### src/rtl/credit_relay_tx.sv
// credit_relay_tx: transmitter end of a credit-based relay link.
// Ports: clk/reset; FIFO write side if_full_n/if_write_ce/if_write/if_din;
// link_valid/link_data forward path; link_credit return path;
// credit_count and sticky credit_err status.
module credit_relay_tx #(
    parameter int DATA_WIDTH = 32,
    parameter int LEVEL      = 2,
    parameter int CREDITS    = 8,
    parameter int CNT_WIDTH  = $clog2(CREDITS + 1)
) (
    input  logic                  clk,
    input  logic                  reset,
    output logic                  if_full_n,
    input  logic                  if_write_ce,
    input  logic                  if_write,
    input  logic [DATA_WIDTH-1:0] if_din,
    output logic                  link_valid,
    output logic [DATA_WIDTH-1:0] link_data,
    input  logic                  link_credit,
    output logic [CNT_WIDTH-1:0]  credit_count,
    output logic                  credit_err
);

    localparam logic [CNT_WIDTH-1:0] CRED_MAX = CNT_WIDTH'(CREDITS);
    localparam logic [CNT_WIDTH-1:0] CRED_ONE = CNT_WIDTH'(1);

    logic [1:0]                 occ_q, occ_d;
    logic [1:0][DATA_WIDTH-1:0] buf_q, buf_d;
    logic [CNT_WIDTH-1:0]       cnt_q, cnt_d;
    logic                       err_q, err_d;
    logic                       accept;
    logic                       send;
    logic                       credit_r;
    logic [1:0]                 slot;

    assign if_full_n    = (occ_q != 2'd2);
    assign accept       = if_write & if_write_ce & if_full_n;
    assign send         = (occ_q != 2'd0) & (cnt_q != '0);
    assign credit_count = cnt_q;
    assign credit_err   = err_q;

    // Entry 0 is always the head; a pop shifts entry 1 down, and the
    // incoming word lands in the first free slot after that pop.
    assign slot = occ_q - {1'b0, send};

    always_comb begin
        buf_d = buf_q;
        occ_d = occ_q + {1'b0, accept} - {1'b0, send};
        if (send) begin
            buf_d[0] = buf_q[1];
        end
        if (accept) begin
            if (slot == 2'd0) begin
                buf_d[0] = if_din;
            end else begin
                buf_d[1] = if_din;
            end
        end
    end

    // Counter saturates at CREDITS; an extra returned credit is flagged.
    always_comb begin
        cnt_d = cnt_q;
        err_d = err_q;
        if (send && !credit_r) begin
            cnt_d = cnt_q - CRED_ONE;
        end else if (!send && credit_r) begin
            if (cnt_q == CRED_MAX) begin
                err_d = 1'b1;
            end else begin
                cnt_d = cnt_q + CRED_ONE;
            end
        end
    end

    always_ff @(posedge clk) begin
        if (reset) begin
            occ_q <= 2'd0;
            cnt_q <= CRED_MAX;
            err_q <= 1'b0;
        end else begin
            occ_q <= occ_d;
            cnt_q <= cnt_d;
            err_q <= err_d;
        end
    end

    always_ff @(posedge clk) begin
        buf_q <= buf_d;
    end

    if (LEVEL == 0) begin : g_direct
        assign link_valid = send;
        assign link_data  = buf_q[0];
        assign credit_r   = link_credit;
    end else begin : g_pipe
        logic [LEVEL-1:0]                 vld_q;
        logic [LEVEL-1:0]                 crd_q;
        logic [LEVEL-1:0][DATA_WIDTH-1:0] dat_q;

        always_ff @(posedge clk) begin
            if (reset) begin
                vld_q <= '0;
                crd_q <= '0;
            end else begin
                vld_q[0] <= send;
                crd_q[0] <= link_credit;
                for (int i = 1; i < LEVEL; i++) begin
                    vld_q[i] <= vld_q[i-1];
                    crd_q[i] <= crd_q[i-1];
                end
            end
        end

        // Payload stages carry no reset; only the valid bits qualify them.
        always_ff @(posedge clk) begin
            dat_q[0] <= buf_q[0];
            for (int i = 1; i < LEVEL; i++) begin
                dat_q[i] <= dat_q[i-1];
            end
        end

        assign link_valid = vld_q[LEVEL-1];
        assign link_data  = dat_q[LEVEL-1];
        assign credit_r   = crd_q[LEVEL-1];
    end

endmodule

### config.mk
export PLATFORM = sky130hd
export DESIGN_NAME = credit_relay_tx
export DESIGN_NICKNAME = d
export VERILOG_FILES = /design/src/rtl/credit_relay_tx.sv
export SDC_FILE = /design/constraint.sdc
export NUM_CORES = 1
export LEC_CHECK = 0
export BUFFER_PORTS_ARGS = -buffer_cell sky130_fd_sc_hd__buf_4
export CAP_MARGIN = 25
export CORE_MARGIN = 4
export CORE_UTILIZATION = 30
export DETAILED_ROUTE_END_ITERATION = 8
export PLACE_DENSITY = 0.45
export SETUP_SLACK_MARGIN = 0.02
export SYNTH_ARGS = -nofsm -noshare
export SYNTH_HDL_FRONTEND = slang
export SYNTH_SLANG_ARGS = --single-unit
### constraint.sdc
create_clock -name clk -period 5.3 [get_ports clk]
set_input_delay 0.265 -clock clk [delete_from_list [all_inputs] [get_ports clk]]
set_output_delay 0.265 -clock clk [all_outputs]
set_load 0.01 [all_outputs]
Word-level counts from Yosys, hierarchy flattened
Index checks and enable logic that the tools add are counted.
{"block": "totals", "register_bits": 139, "inputBits": 37, "out_inout_bits": 39, "word_cells": 39}
{"block": "op_classes", "addsub": 5, "eq_ne": 3, "mux": 6, "bitwise": 5, "reduce_logical": 11}
{"operator": "$mux 32", "count": 3}
{"operator": "$mux 4", "count": 3}
{"operator": "$add 4x1->4 const B", "count": 1}
{"operator": "$eq 4x4->1 const B", "count": 1}
{"operator": "$ne 2x2->1 const B", "count": 2}
{"operator": "$reduce_and 2->1", "count": 2}
{"operator": "$reduce_bool 2->1", "count": 2}
{"operator": "$reduce_bool 4->1", "count": 1}
{"operator": "$sub 2x1->2", "count": 2}
{"operator": "$sub 4x1->4 const B", "count": 1}
{"operator": "$and 1x1->1", "count": 3}
{"operator": "$reduce_and 3->1", "count": 1}
{"operator": "$add 2x1->2", "count": 1}
{"operator": "$logic_and 1x1->1", "count": 2}
{"operator": "$logic_not 1->1", "count": 2}
{"operator": "$logic_not 2->1", "count": 1}
{"operator": "$not 1->1", "count": 2}

Depth between registers and ports, before layout
{"block": "depth", "ltp_word": 6, "mapped_depth": 10}

Worst setup path before layout
No wires, ideal clock.
{"block": "synth_timing", "path_kind": "reg-to-reg", "start": "register cnt_q[1] (netlist: credit_count[1])", "end": "register buf_q[32] in the netlist's numbering (enable)", "setup_time_ps": 421, "arrival_ps": 2268, "slack_ps": 2611, "path_stages_with_launch": 5, "n_path_buf": 1, "synth_period_minus_slack_ps": 2689, "cell_sequence": "dfxtp_1 -> buf_6 -> nor4_4 -> a21oi_1 -> nor2_1"}
{"block": "synth_via", "elab_chain_len": 6}
{"item": "start: declaration", "line": "29", "source": "logic [CNT_WIDTH-1:0] cnt_q, cnt_d;"}
{"item": "start signal: assignment", "line": "83", "source": "cnt_q <= cnt_d;"}
{"item": "$reduce_bool 4->1", "line": "38", "source": "assign send = (occ_q != 2'd0) & (cnt_q != '0);"}
{"item": "$and 1x1->1", "line": "38"}
{"item": "$sub 2x1->2", "line": "44", "source": "assign slot = occ_q - {1'b0, send};"}
{"item": "$logic_not 2->1", "line": "53", "source": "if (slot == 2'd0) begin"}
{"item": "$not 1->1 (no source line)"}
{"item": "$reduce_and 2->1 (no source line)"}
{"item": "end signal: assignment", "line": "89", "source": "buf_q <= buf_d;"}
{"item": "end: declaration", "line": "28", "source": "logic [1:0][DATA_WIDTH-1:0] buf_q, buf_d;"}
No other way between the ends.
A chain may end at the register's enable or synchronous reset.

Worst setup path in the final report
{"block": "layout_timing", "start": "register cnt_q[0] (netlist: credit_count[0])", "end": "register cnt_q[2] (netlist: credit_count[2])"}
{"block": "layout_via", "elab_chain_len": 6, "word_cells_on_any_way": 14, "classes_between": "2 x add/sub; 2 x eq/ne; 3 x mux; 1 x bitwise; 6 x reduce/logical"}
{"item": "$reduce_bool 4->1 (*)", "line": "38"}
{"item": "$and 1x1->1 (*)", "line": "38"}
{"item": "net send", "line": "32", "source": "logic send;"}
{"item": "$logic_not 1->1", "line": "67", "source": "end else if (!send && credit_r) begin"}
{"item": "$logic_and 1x1->1", "line": "67"}
{"item": "$reduce_bool 2->1 (no source line)"}
{"item": "$reduce_and 2->1 (no source line)"}
The timed path passes the listed nets; every way through them passes the cells marked *. The select of a mux whose other input is x is not followed.

==> results by group <==
Logic synthesis
  • Post-synth EDFFs: 32
  • Distinct cell type count after synthesis: 32
  • Syn Area/Cell: 13.7 um^2
  • Async SR Flop Fraction: 0%
  • Post-synth top cells: dfxtp_1, buf_4, nand2_1
  • Post-Syn Instances: 330
  • Flops & latches, synth: 139
  • Syn nets: 373
  • Synth Cell Area: ~0.0045 mm^2
  • Dominant synthesized flop cell: dfxtp_1
  • Warnings from Yosys: 0
  • Area contributors post-synth: dfxtp_1, edfxtp_1, mux2i_1
  • Seq/Total Area, Yosys: 68.4%
  • Synth top area share: 47.2%
  • Cell taking the most area after synthesis: dfxtp_1
  • Count leader, synth: dfxtp_1

Timing
  • Final Cycle Share: 43.8%
  • Final setup fails: 0
  • Slew Limit Fails: 0
  • Slew margin rel.: 43.0%
  • Worst-margin pin slew: 0.855 ns
  • Final hold viol count: 0
  • Peak Freq: 431 MHz
  • Final hold slack: 0.0406 ns
  • RSZ-0062 raised after global routing: no
  • Clock skew: 0.00754 ns
  • Setup TNS: 0 ns
  • Final Critical Period: about 2.3 ns

Clocking
  • Postcts setup bufs: 0
  • CTS resizes: 0
  • H-tree levels: 4
  • Cts bufs inserted: 17
  • Clock Sinks: between 100 and 150
  • Clock buffer depth: 2
  • Root Buffer: clkbuf_16
  • CTS tree: yes
  • Clk Latency, worst-skew pair: 0.41 ns
  • Reg clk slew, reported paths: 0.06 ns
  • Post-cts hold buffer count: 0

Drt
  • Residual DRC: 0
  • Routed wire length: 7420 um
  • Wirelength per Cell: 12.8 um
  • Initial DRT Pass Iterations: 4
  • Vias per cell: slightly above 4
  • Initial DRC count: 129
  • Detailed-route via count: 2,380
  • ANT nets after route: 0

Global routing
  • Initial antenna violation count: 0
  • Tot GR Track Use: a little under a tenth
  • Vias in the first global route: 2,478
  • Global-route wire length before repair: roughly 12,000 um
  • GRT overflow: 0
  • Largest net degree at the start of global routing: 65

Floorplanning
  • I/O pin count: 76
  • Die Y: roughly 130 um
  • Die W: 131 um
  • Initial Util: 31.0%
  • Rows: between 40 and 50
  • Core area: 0.0146 mm^2
  • DIE AREA: between 0.015 and 0.02 mm^2

Setup path
  • CP Class: flip-flop to flip-flop
  • CP max FO: 7
  • Ordered list of cells on the worst path: nor4_4 -> nor2_2 -> ha_1 -> xor2_1 -> ha_1 -> a21oi_1 -> xnor2_1 -> a21oi_1 -> a31o_2
  • WP data required: 5.60 ns
  • Worst path arrival time: 2.62 ns
  • Top delay family on crit path: simple AND/OR/NAND/NOR gates
  • Crit path buffers/inverters: 0
  • Crit path launch type: flip-flop
  • CP Capture Type: flip-flop
  • Critical Path Max Stage Delay: ~0.42 ns
  • Crit-path slowest cell: nor4_4

Placed design
  • HPWL Detailed: 4550 um
  • IO buf count: 75
  • Placer congestion estimate: approximately 0.7

Power
  • Peak supply drop: 0.221 mV
  • Leak Pwr: 2.36 nW
  • Pwr Density: around 670 mW/mm^2

Run status
  • Status: finished clean

Layout
  • Layout area overhead: 23.9%
  • Nets@finish: 426
  • Antenna diodes: 0
  • Fraction of layout cells with a size suffix above 1: between 30% and 40%

Flow run
  • Maxcap violations: 0

Min path
  • Min-delay worst type: input pin to flip-flop
## layout make-up
class / instances / area (um^2)
multi-input cells: 144 / 1070
inverters: 4 / 20.0
repair buffers: 77 / 598
flip-flops and latches: 139 / 3100
well taps: 184 / 230
clock inverters: 14 / 170
fillers: 1402 / 9030
clock buffers: 18 / 429
## path summary, 6_finish.rpt
kind,slack [ns],cells past startpoint,start,end
hold / removal,0.04,1,if_din[4],buf_q[36]$_DFFE_PP_
hold reg to reg,0.33,0,g_pipe.dat_q[7]$_DFF_P_,link_data[7]$_DFF_P_
setup reg to reg,2.98,9,credit_count[0]$_SDFFE_PP0P_,credit_count[2]$_SDFFE_PP0P_
setup / recovery,2.98,9,credit_count[0]$_SDFFE_PP0P_,credit_count[2]$_SDFFE_PP0P_
## flip-flops by register name (all words and copies together) (netlist names)
| signal | count |
|---|---|
| buf_q | 64 |
| credit_count | 4 |
| credit_err | 1 |
| g_pipe.crd_q | 2 |
| g_pipe.dat_q | 32 |
| g_pipe.vld_q | 2 |
| link_data | 32 |
| occ_q | 2 |
## per-layer routing
| layer | GRT usage, % | share of wire [%] | vias to the layer above |
|---|---|---|---|
| met5 | 0 | 0 | - |
| li1 | - | - | 1209 |
| met4 | 4.72 | 1.8 | 0 |
| met2 | 14.2 | 46 | 66 |
| met3 | 5.20 | 7.9 | 12 |
| met1 | 11.1 | 44 | 1093 |
## stage by stage
stage / area (um^2) / cells / util (%) / setup slack (ns) / power [mW]
2_1_floorplan: 4540 / 330 / - / 2.61 / 2.49
3_3_place_gp: 4990 / 547 / 34.1 / 3.04 / 2.62
3_5_place_dp: 5020 / 548 / 34.3 / 2.98 / 2.65
4_1_cts: 5620 / 580 / 38.4 / 2.97 / 3.87
5_1_grt: 5620 / 580 / 38.4 / 2.77 / 4.04
6_report: 5620 / 580 / 38.4 / 2.98 / 3.79
## layout by cell type, fill, tap and decap left out, drive strengths merged, types with 2 or more instances in the layout
cell      count
dfxtp       107
buf          77
nand2        35
mux2i        33
o21ai        33
edfxtp       32
clkbuf       18
nor2          9
ha            6
inv           6
clkinv        6
a21oi         5
nor2b         5
xnor2         3
bufinv        3
clkinvlp      3
xor2          2
nand2b        2
a31oi         2
## kinds of logic after synthesis
group | count (synthesis) | synth area share (%)
mux | 33 | 7.28
simple gates | 57 | 5.88
buf+inv | 47 | 8.22
xor+xnor | 5 | 0.966
flops | 139 | 68.4
fa+ha+maj | 6 | 1.66
compound gates | 43 | 7.59
## power by group
| group | internal, mW | switching [mW] | total (mW) |
|---|---|---|---|
| Sequential | 1.52 | 0.165 | 1.68 |
| Clock | 0.741 | 0.443 | 1.18 |
| Combinational | 0.462 | 0.459 | 0.921 |
| Total | 2.72 | 1.07 | 3.79 |
Note: power is estimated with default switching activity, not from simulation.
